===== src/rtl/fetch_queue.sv =====
`default_nettype none
// +----------------------------------------------------------------------+
// | fetch_queue                                                          |
// | Instruction prefetch queue between fetch and decode, with flush.    |
// | Revision: 1.0                                                        |
// +----------------------------------------------------------------------+
module fetch_queue #(
  parameter int DEPTH = 4,
  parameter int CW    = $clog2(DEPTH + 1)
) (
  input  logic          clk,
  input  logic          reset,
  input  logic          flush,
  input  logic          in_valid,
  input  logic [31:0]   in_pc,
  input  logic [31:0]   in_inst,
  output logic          in_ready,
  output logic          out_valid,
  output logic [31:0]   out_pc,
  output logic [31:0]   out_inst,
  output logic [31:0]   out_pc4,
  input  logic          out_ready,
  output logic [CW-1:0] count
);

  localparam int AW = $clog2(DEPTH);

  logic [63:0]   mem_q [DEPTH];
  logic [AW-1:0] wp_q, wp_d;
  logic [AW-1:0] rp_q, rp_d;
  logic [CW-1:0] count_q, count_d;
  logic          w_push;
  logic          w_pop;

  // Handshake flags depend only on the registered occupancy.
  assign in_ready  = (count_q != CW'(DEPTH));
  assign out_valid = (count_q != '0);
  assign w_push    = in_valid & in_ready & ~flush;
  assign w_pop     = out_valid & out_ready & ~flush;

  assign out_pc   = mem_q[rp_q][63:32];
  assign out_inst = mem_q[rp_q][31:0];
  assign out_pc4  = out_pc + 32'd4;
  assign count    = count_q;

  always_comb begin
    wp_d    = wp_q;
    rp_d    = rp_q;
    count_d = count_q;
    if (flush) begin
      wp_d    = '0;
      rp_d    = '0;
      count_d = '0;
    end else begin
      if (w_push) wp_d = wp_q + AW'(1);
      if (w_pop)  rp_d = rp_q + AW'(1);
      case ({w_push, w_pop})
        2'b10:   count_d = count_q + CW'(1);
        2'b01:   count_d = count_q - CW'(1);
        default: count_d = count_q;
      endcase
    end
  end

  always_ff @(posedge clk or posedge reset) begin
    if (reset) begin
      wp_q    <= '0;
      rp_q    <= '0;
      count_q <= '0;
    end else begin
      wp_q    <= wp_d;
      rp_q    <= rp_d;
      count_q <= count_d;
    end
  end

  // Storage is only cleared by reset; a flush leaves stale entries behind.
  always_ff @(posedge clk or posedge reset) begin
    if (reset) begin
      for (int i = 0; i < DEPTH; i++) mem_q[i] <= '0;
    end else if (w_push) begin
      mem_q[wp_q] <= {in_pc, in_inst};
    end
  end

endmodule
`default_nettype wire


===== config.mk =====
export PLATFORM = sky130hd
export DESIGN_NAME = fetch_queue
export DESIGN_NICKNAME = d
export VERILOG_FILES = /design/src/rtl/fetch_queue.sv
export SDC_FILE = /design/constraint.sdc
export NUM_CORES = 1
export LEC_CHECK = 0
export ABC_AREA = 1
export CAP_MARGIN = 40
export CORE_ASPECT_RATIO = 1.2
export CORE_MARGIN = 2
export CORE_UTILIZATION = 30
export DETAILED_ROUTE_END_ITERATION = 6
export GPL_TIMING_DRIVEN = 0
export SKIP_LAST_GASP = 1
export SLEW_MARGIN = 20
export SYNTH_ARGS = -nofsm -noshare
export SYNTH_HDL_FRONTEND = slang
export SYNTH_SLANG_ARGS = --single-unit

===== constraint.sdc =====
create_clock -name clk -period 29.7 [get_ports clk]
set_input_delay 8.91 -clock clk [delete_from_list [all_inputs] [get_ports clk]]
set_output_delay 8.91 -clock clk [all_outputs]
set_load 0.02 [all_outputs]

Word-level counts from Yosys, hierarchy flattened

Index checks and enable logic that the tools add are counted.

Register bits: 263
Input bits: 69
Output and inout bits: 101
Logic and storage cells: 42

Add/sub/neg operators: 5
Order comparisons: 3
Equality and inequality tests: 3
Mux-type cells: 12
Bitwise operators: 7
Reductions and logical operators: 5

Operator list:

| kind                                               | count |
|---|---|
| bitwise mux 256 bit                                | 1 |
| 2-to-1 mux 64 bit                                  | 3 |
| binary-select mux 64 bit (select 2 bit)            | 1 |
| demux 64 bit (select 2 bit)                        | 1 |
| adder 32 x 3 -> 32 bit, second input constant      | 1 |
| 2-to-1 mux 2 bit                                   | 4 |
| >= comparator 3 bit, second input constant         | 2 |
| inverter 2 -> 3 bit                                | 2 |
| case mux 3 bit (2 select lines)                    | 1 |
| nonzero test 3 bit                                 | 2 |
| adder 2 x 1 -> 2 bit, second input constant        | 2 |
| AND 1 bit                                          | 4 |
| nonzero test 2 bit                                 | 2 |
| adder 3 x 1 -> 3 bit, second input constant        | 1 |
| < comparator 3 x 1 -> 1 bit, second input constant | 1 |
| 2-to-1 mux 3 bit                                   | 1 |
| != test 3 bit, second input constant               | 1 |
| subtractor 3 x 1 -> 3 bit, second input constant   | 1 |
| == test 2 x 1 -> 1 bit, second input constant      | 1 |
| == test 2 bit, second input constant               | 1 |
| logical AND 1 bit                                  | 1 |
| inverter 1 bit                                     | 1 |

Logic depth before layout (Yosys ltp)

Gate-level depths: netlist (run 1).

Word-level depth: 6
Gate-level depth with buffers: 15
Depth with buffers taken out: 13

Worst setup path before layout (run 1)

Ideal clock, no wire load.

Kind: register to output
From: register rp_q[0]
To: output out_pc4[16]
Arrival time: 2.113 ns
Required time: 20.790 ns
Path slack: 18.677 ns
Cell stages (with the launch flop): 13
Buffers on the path: 2
Path through: dfrtp_1 -> buf_6 -> inv_6 -> buf_6 -> nor2_1 -> nor2_1 -> o21ai_1 -> nand2_1 -> ha_1 -> nand3_4 -> nor2_1 -> nand2_1 -> xor2_1

Word-level cells in the longest chain between the ends: 5

Ends and longest elaborated chain:

| element                                   | line | text |
|---|---|---|
| start: declaration                        | 30   | `logic [AW-1:0] rp_q, rp_d;` |
| start signal: assignment                  | 72   | `rp_q <= rp_d;` |
| inverter 2 -> 3 bit (implied by the code) | 41   | `assign out_pc = mem_q[rp_q][63:32];` |
| binary-select mux 64 bit (select 2 bit)   | 41   |  |
| 2-to-1 mux 64 bit (2 in a row)            | -    |  |
| via out_pc[2]                             | 19   | `output logic [31:0] out_pc,` |
| adder 32 x 3 -> 32 bit                    | 43   | `assign out_pc4 = out_pc + 32'd4;` |
| end: declaration                          | 21   | `output logic [31:0] out_pc4,` |

The timed path passes the listed nets, and every way through them passes these cells. The select of a mux whose other input is x is not followed.

Final worst setup path (run 1)

From: register rp_q[1]
To: output out_pc4[1]

Word-level cells in the longest chain between the ends: 5

Ends and longest elaborated chain:

| element                                   | line |
|---|---|
| inverter 2 -> 3 bit (implied by the code) | 41 |
| binary-select mux 64 bit (select 2 bit)   | 41 |
| 2-to-1 mux 64 bit (2 in a row)            | - |
| adder 32 x 3 -> 32 bit                    | 43 |

Every way passes these cells. The select of a mux whose other input is x is not followed.

==> results of run 1 <==
## registers in the layout, indices dropped and copies added, names as in the netlist
name / flops
mem_q: 256
wp_q: 2
count: 3
rp_q: 2
## worst max-delay path by stage
stage	endpoint	cells past startpoint	slack, ps	startpoint
6_report	out_pc4[1]	8	17220	rp_q[1]
5_1_grt	out_pc4[1]	8	16980	rp_q[1]
4_1_cts	out_pc4[0]	8	17190	rp_q[1]
3_5_place_dp	out_pc4[0]	8	17760	rp_q[1]
3_3_place_gp	mem_q[122]	2	10150	reset
2_1_floorplan	count[0]	1	13550	reset
## layer usage
layer	vias to the layer above	global-route usage [%]	wire (µm)
met3	73	2.44	2710
met2	424	32.1	20600
met5	-	0	0
met4	0	6.27	1250
met1	5932	25.7	19000
li1	5891	-	-
## cells in the final DEF (no fill, tap or decap)
cell,instances
nand2_1,596
o21ai_0,332
dfrtp_1,263
clkdlybuf4s50_1,169
nor2_1,126
inv_1,112
clkbuf_1,76
nand3_1,72
o22ai_1,35
clkbuf_16,29
buf_2,18
nand2_2,15
xor2_1,15
clkbuf_8,13
nor2_2,11
buf_4,10
buf_6,6
nand4_1,5
ha_1,5
a21oi_1,3
nor2_4,3
clkinv_2,3
inv_2,2
xnor2_1,2
buf_16,2
inv_6,1
o21ai_1,1
nand3_2,1
nand2_4,1
a32oi_1,1
nand3_4,1
and2_1,1
inv_8,1
fa_1,1
clkinvlp_4,1
bufinv_16,1
## logic make-up (layout without fill, tap and decap cells)
group,Yosys count,after routing,share of synthesized area (%)
buf+inv,221,444,7.23
flops,263,263,50.6
compound gates,372,372,14.7
xor+xnor,17,17,1.14
simple gates,832,832,25.7
fa+ha+maj,6,6,0.635
## metrics by stage
stage          util [%]  power (W)
4_1_cts            38.4    0.00183
3_3_place_gp       36.0    0.00145
6_report           38.4    0.00182
3_5_place_dp       36.1    0.00146
5_1_grt            38.4    0.00195
2_1_floorplan         -    0.00110
## area by class of cell
cell class | count | area (µm²) | area share [%]
Buffer | 105 | 499 | 3.04
Clock buffer | 47 | 923 | 5.62
Clock inverter | 5 | 52.6 | 0.320
Inverter | 116 | 448 | 2.73
Multi-Input combinational cell | 1227 | 5480 | 33.4
Sequential cell | 263 | 6580 | 40.1
Tap cell | 552 | 691 | 4.20
Timing Repair Buffer | 171 | 1750 | 10.6
## worst max-delay path, cell delays in order (launching register included)
cell             delay, ps
dfrtp_1                410
inv_2                  130
buf_2                  340
clkbuf_1               540
clkbuf_1               410
o21ai_0                200
o22ai_1                250
buf_4                  160
clkdlybuf4s50_1        580
## power by group through the flow
stage,clock network (W),registers [W],logic [W]
finish,0.000361,0.000594,0.000866
global route,0.000383,0.000612,0.000956
CTS,0.000368,0.000591,0.000871
detailed placement,0,0.000596,0.000868
global placement,0,0.000592,0.000855
floorplan,0,0.000579,0.000519
==> summary.txt, run 1 <==
FF-to-FF path depth = 9
Worst Setup End Kind = output pin
Vias = 12,300
Vias in the first global route = 12,400
Std-Cell Core Area = 42,800 µm²
Clock skew = 10.2 ps
Antenna Violating Nets Remaining = 0
F_max = 0.0801 GHz
RSZ-0062 raised after global routing = no
Worst slew pin tran = 681 ps
Die width = 194 µm
Global-route congestion overflow total = 0
Final min period = 12,480 ps
Worst skew pair latency = 540 ps
Pins over their slew limit = 0
Wire per inst = 17.5 µm
Fillcell total = 4,500
Leak pwr = 7.75 nW
Clock share of power = 19.8%
Sequential share of the synthesized area = 50.6%
Resize count post-CTS = 0
CP startpoint kind = flip-flop
Placement Rows = 83
Area of the die = 45,000 µm²
Max H-tree Level = 1
Reg2reg setup slack = 27,470 ps
Initial antenna violation count = 0
Yosys cell types = 28
Logic pwr share = 47.6%
Pre-CTS WS = 17,760 ps
I/O pin count = 170
Antenna fix cells = 0
Worst Path Max Fanout = 10
Post-Syn Area = 13,000 µm²
Area leader, netlist = dfrtp_1
Final worst slack = 17,220 ps
GRT Overall Usage = 19.1%
Post-synth top cells = nand2_1 (596), o21ai_0 (332), dfrtp_1 (263), nor2_1 (126), inv_1 (113)
Die Ht = 232 µm
Max_cap viols = 0
Area Overhead vs Synth = 26.3%
Worst min-delay path category = reg -> reg
Syn Area/Cell = 7.60 µm²
Reg2reg start = count[0]
DRT iter0 DRCs = 1,006
Most common flop cell mapped by yosys = dfrtp_1
Net Switching = 0.000750 W
Post-DP HPWL = 30,800 µm
Synth top area cells = dfrtp_1 (51%), nand2_1 (17%), o21ai_0 (13%)
Clock buffer depth = 3
Layout cells sized above 1 = 6.15%
Setup CP Type = reg -> out
Port Buffer Count = 169
Final Hold Vio Count = 0
Post-layout instance area = 16,400 µm²
Post-CTS Setup Bufs = 0
TritonRoute pass-1 iters = 6
Hold slack = 479 ps
Initial Util = 30.4%
CTS Root Buffer Type = clkbuf_16
VDD IR max = 0.0756 mV
Pin count of the biggest net entering global routing = 109
Worst Path Required = 20,790 ps
Synth Net Count = 1,786
Post-DP Area = 15,400 µm²
Post-synth EDFFs = 0
Ratio of final minimum period to clock period = 42.0%
CTS Hold Buffers Added = 0
Most numerous cell in the Yosys netlist = nand2_1
Hold Path Depth = 2
Int Power = 0.00107 W
Final net count = 1,988
Syn Inst Count = 1,711
Reg-to-Reg End = mem_q[176]
Clk sinks = 263
Clock-pin slew on the worst setup and hold paths = 60 ps
First-pass GRT wire length = 68,800 µm
Min-delay src = mem_q[131]
Net Sw Frac = 41.2%
Sequential power share = 32.6%
Slew margin rel. = 54.6%
Number of CTS-inserted buffers = 29
Placer Congestion = 0.879
Ys Warns = 0
DRC violations left = 0
Worst Hold Path EP = mem_q[131]
TNS Setup = 0 ps
Fraction of registers with async set/reset = 100%
Power Density = 111 nW/µm²
CTS tree = done
Final setup vio count = 0
Crit path DAT = 3570 ps
Synth top area share = 50.6%
Final WL = 43,500 µm
DP Cell Count = 2,434
Status = finished clean
Final cell count without fillers = 2,486
Synthesized flop and latch total = 263
DR vias/cell = 4.96
(Power assumes the default switching activity.)
==> run 2, diff against run 1 <==
Clock period 29.7 ns to 10.48 ns, I/O delays scaled along.
==> results of run 2 <==
Same layout as run 1 (identical final DEF). Status: finished clean.
Main changes from that run: setup slack after placement 17760 ps -> 4310 ps; setup slack after layout 17220 ps -> 3770 ps; register-to-register setup slack 27470 ps -> 8250 ps; total power 0.00182 W -> 0.00516 W; worst IR drop on VDD 0.0756 mV -> 0.214 mV
==> run 3, diff against run 2 <==
Clock period 10.48 ns to 5.85 ns, I/O delays scaled along.
==> summary.txt, run 3 (synthesized netlist as in run 1, its figures left out) <==
Status = finished clean
Worst Setup End Kind = output pin
Area of the die = 45,000 µm² (unchanged)
Slew margin rel. = 50.6% (-4.0 points)
Setup CP Type = reg -> out
Final net count = 1,994 (+0.30%)
Fillcell total = 4,501 (+0.022%)
Worst Hold Path EP = mem_q[151]
Antenna Violating Nets Remaining = 0 (unchanged)
Final Hold Vio Count = 0 (unchanged)
FF-to-FF path depth = 9 (unchanged)
Vias = 12,300 (-0.41%)
Number of CTS-inserted buffers = 28 (-3.4%)
VDD IR max = 0.394 mV
DRT iter0 DRCs = 1,012 (+0.60%)
Max reg flops = 256 (unchanged)
Final worst slack = 550 ps
Initial antenna violation count = 0 (unchanged)
Pin count of the biggest net entering global routing = 34 (-69%)
Die Ht = 232 µm (unchanged)
Clk sinks = 263 (unchanged)
Reg2reg start = count[0]
RSZ-0062 raised after global routing = no
TritonRoute pass-1 iters = 5 (-1)
Crit path DAT = 3540 ps (-30 ps)
Layout cells sized above 1 = 6.65% (+0.50 points)
F_max = 0.189 GHz
Cell repeated most along the worst path = clkbuf_1
Initial Util = 30.4% (unchanged)
Placement Rows = 83 (unchanged)
Placer Congestion = 0.882 (+0.42%)
Post-DP HPWL = 31,500 µm (+2.3%)
Layout Utilization = 38.7% (+0.28 points)
Leak pwr = 7.81 nW (+0.67%)
CP cell instances = inv_2 > buf_2 > clkbuf_1 > clkbuf_1 > o21ai_0 > o22ai_1 > buf_4 > clkdlybuf4s50_1
CP Buf/Inv Count = 6 (unchanged)
Resize count post-CTS = 0 (unchanged)
Die width = 194 µm (unchanged)
Area Overhead vs Synth = 27.2%
Std-Cell Core Area = 42,800 µm² (unchanged)
I/O pin count = 170 (unchanged)
DRC violations left = 0 (unchanged)
Pins over their slew limit = 0 (unchanged)
Ratio of final minimum period to clock period = 90.6%
Clock buffer depth = 3 (unchanged)
Overall Power = 0.00925 W
Post-CTS Setup Bufs = 0 (unchanged)
CTS Root Buffer Type = clkbuf_16
Clock skew = 9.85 ps (-0.325 ps)
Final WL = 43,400 µm (-0.23%)
Crit path max-delay family = buffers and inverters
DR vias/cell = 4.93 (-0.61%)
Critical Path Slowest Stage Cell = clkdlybuf4s50_1
Final setup vio count = 0 (unchanged)
Max_cap viols = 0 (unchanged)
Port Buffer Count = 169 (unchanged)
First-pass GRT wire length = 68,000 µm (-1.1%)
Clock-pin slew on the worst setup and hold paths = 60 ps (about the same)
Commonest cells after routing, fill and taps aside = nand2_1 (596), o21ai_0 (332), dfrtp_1 (263)
GRT Overall Usage = 19.0% (-0.16 points)
CP startpoint kind = flip-flop
Crit-path max cell delay = 590 ps (about the same)
Reg2reg setup slack = 3610 ps
Power Density = 559 nW/µm²
Wire per inst = 17.4 µm (-0.43%)
Antenna fix cells = 0 (unchanged)
Worst Path Max Fanout = 10 (unchanged)
Worst Path Required = 4090 ps
Vias in the first global route = 12,200 (-1.3%)
Worst slew pin tran = 741 ps (+60.4 ps)
Worst skew pair latency = 540 ps (about the same)
Min-delay src = mem_q[151]
Commonest non-fill, non-tap cell in the layout = nand2_1
Hold Path Depth = 2 (unchanged)
Final min period = 5300 ps
Reg with most FFs = mem_q
CTS Hold Buffers Added = 0 (unchanged)
Pre-CTS WS = 1070 ps
Worst min-delay path category = reg -> reg
Reg-to-Reg End = mem_q[230]
CTS tree = done
Max H-tree Level = 1 (unchanged)
Global-route congestion overflow total = 0 (unchanged)
[run 3: metal layers]
layer	GRT usage (%)	part of all wire [%]	routed length, µm
met5	0	0	0
met4	4.55	1.9	844
met3	2.73	6.7	2910
met2	33.0	49	21300
met1	24.9	42	18400
[run 3: how the worst max path moves through the flow]
| stage | start | slack, ps | end | cells past startpoint |
|---|---|---|---|---|
| finish | rp_q[1] | 550 | out_pc4[0] | 8 |
| global route | rp_q[1] | 280 | out_pc4[0] | 8 |
| CTS | rp_q[1] | 500 | out_pc4[0] | 8 |
| detailed placement | rp_q[1] | 1070 | out_pc4[0] | 8 |
| global placement | reset | -1330 | mem_q[248] | 2 |
| floorplan | reset | 630 | count[0] | 1 |
[run 3: layout make-up]
class                   count  area [µm²]  area share (%)
well taps                 552         691            4.17
clock buffers              38         850            5.13
multi-input cells        1227        5480            33.1
flip-flops and latches    263        6580            39.8
clock inverters            12         118           0.711
repair buffers            178        1880            11.4
plain buffers             105         499            3.02
inverters                 116         444            2.68
[run 3: where the power goes]
part / leakage, nW / internal, W / switching, W
clock network: 0.478 / 0.00110 / 0.000740
registers: 3.38 / 0.00260 / 0.000415
logic: 3.95 / 0.00174 / 0.00266
total: 7.81 / 0.00543 / 0.00382
[run 3: tightest hold or removal path, delay by kind of cell, from the launching register on]
| family | cells | cell delay (ps) |
|---|---|---|
| AOI/OAI and AO/OA | 1 | 60 |
| DFF | 1 | 340 |
| and+or+nand+nor | 1 | 50 |
[run 3: metrics by stage]
stage	std cells	hold slack (ps)	instance area [µm²]	TNS, ps
after global routing	2491	497	16500	0
after detailed placement	2441	468	15600	0
after floorplan	1711	448	13000	0
after CTS	2491	484	16500	0
final	2491	482	16500	0
after global placement	2432	461	15400	-343990
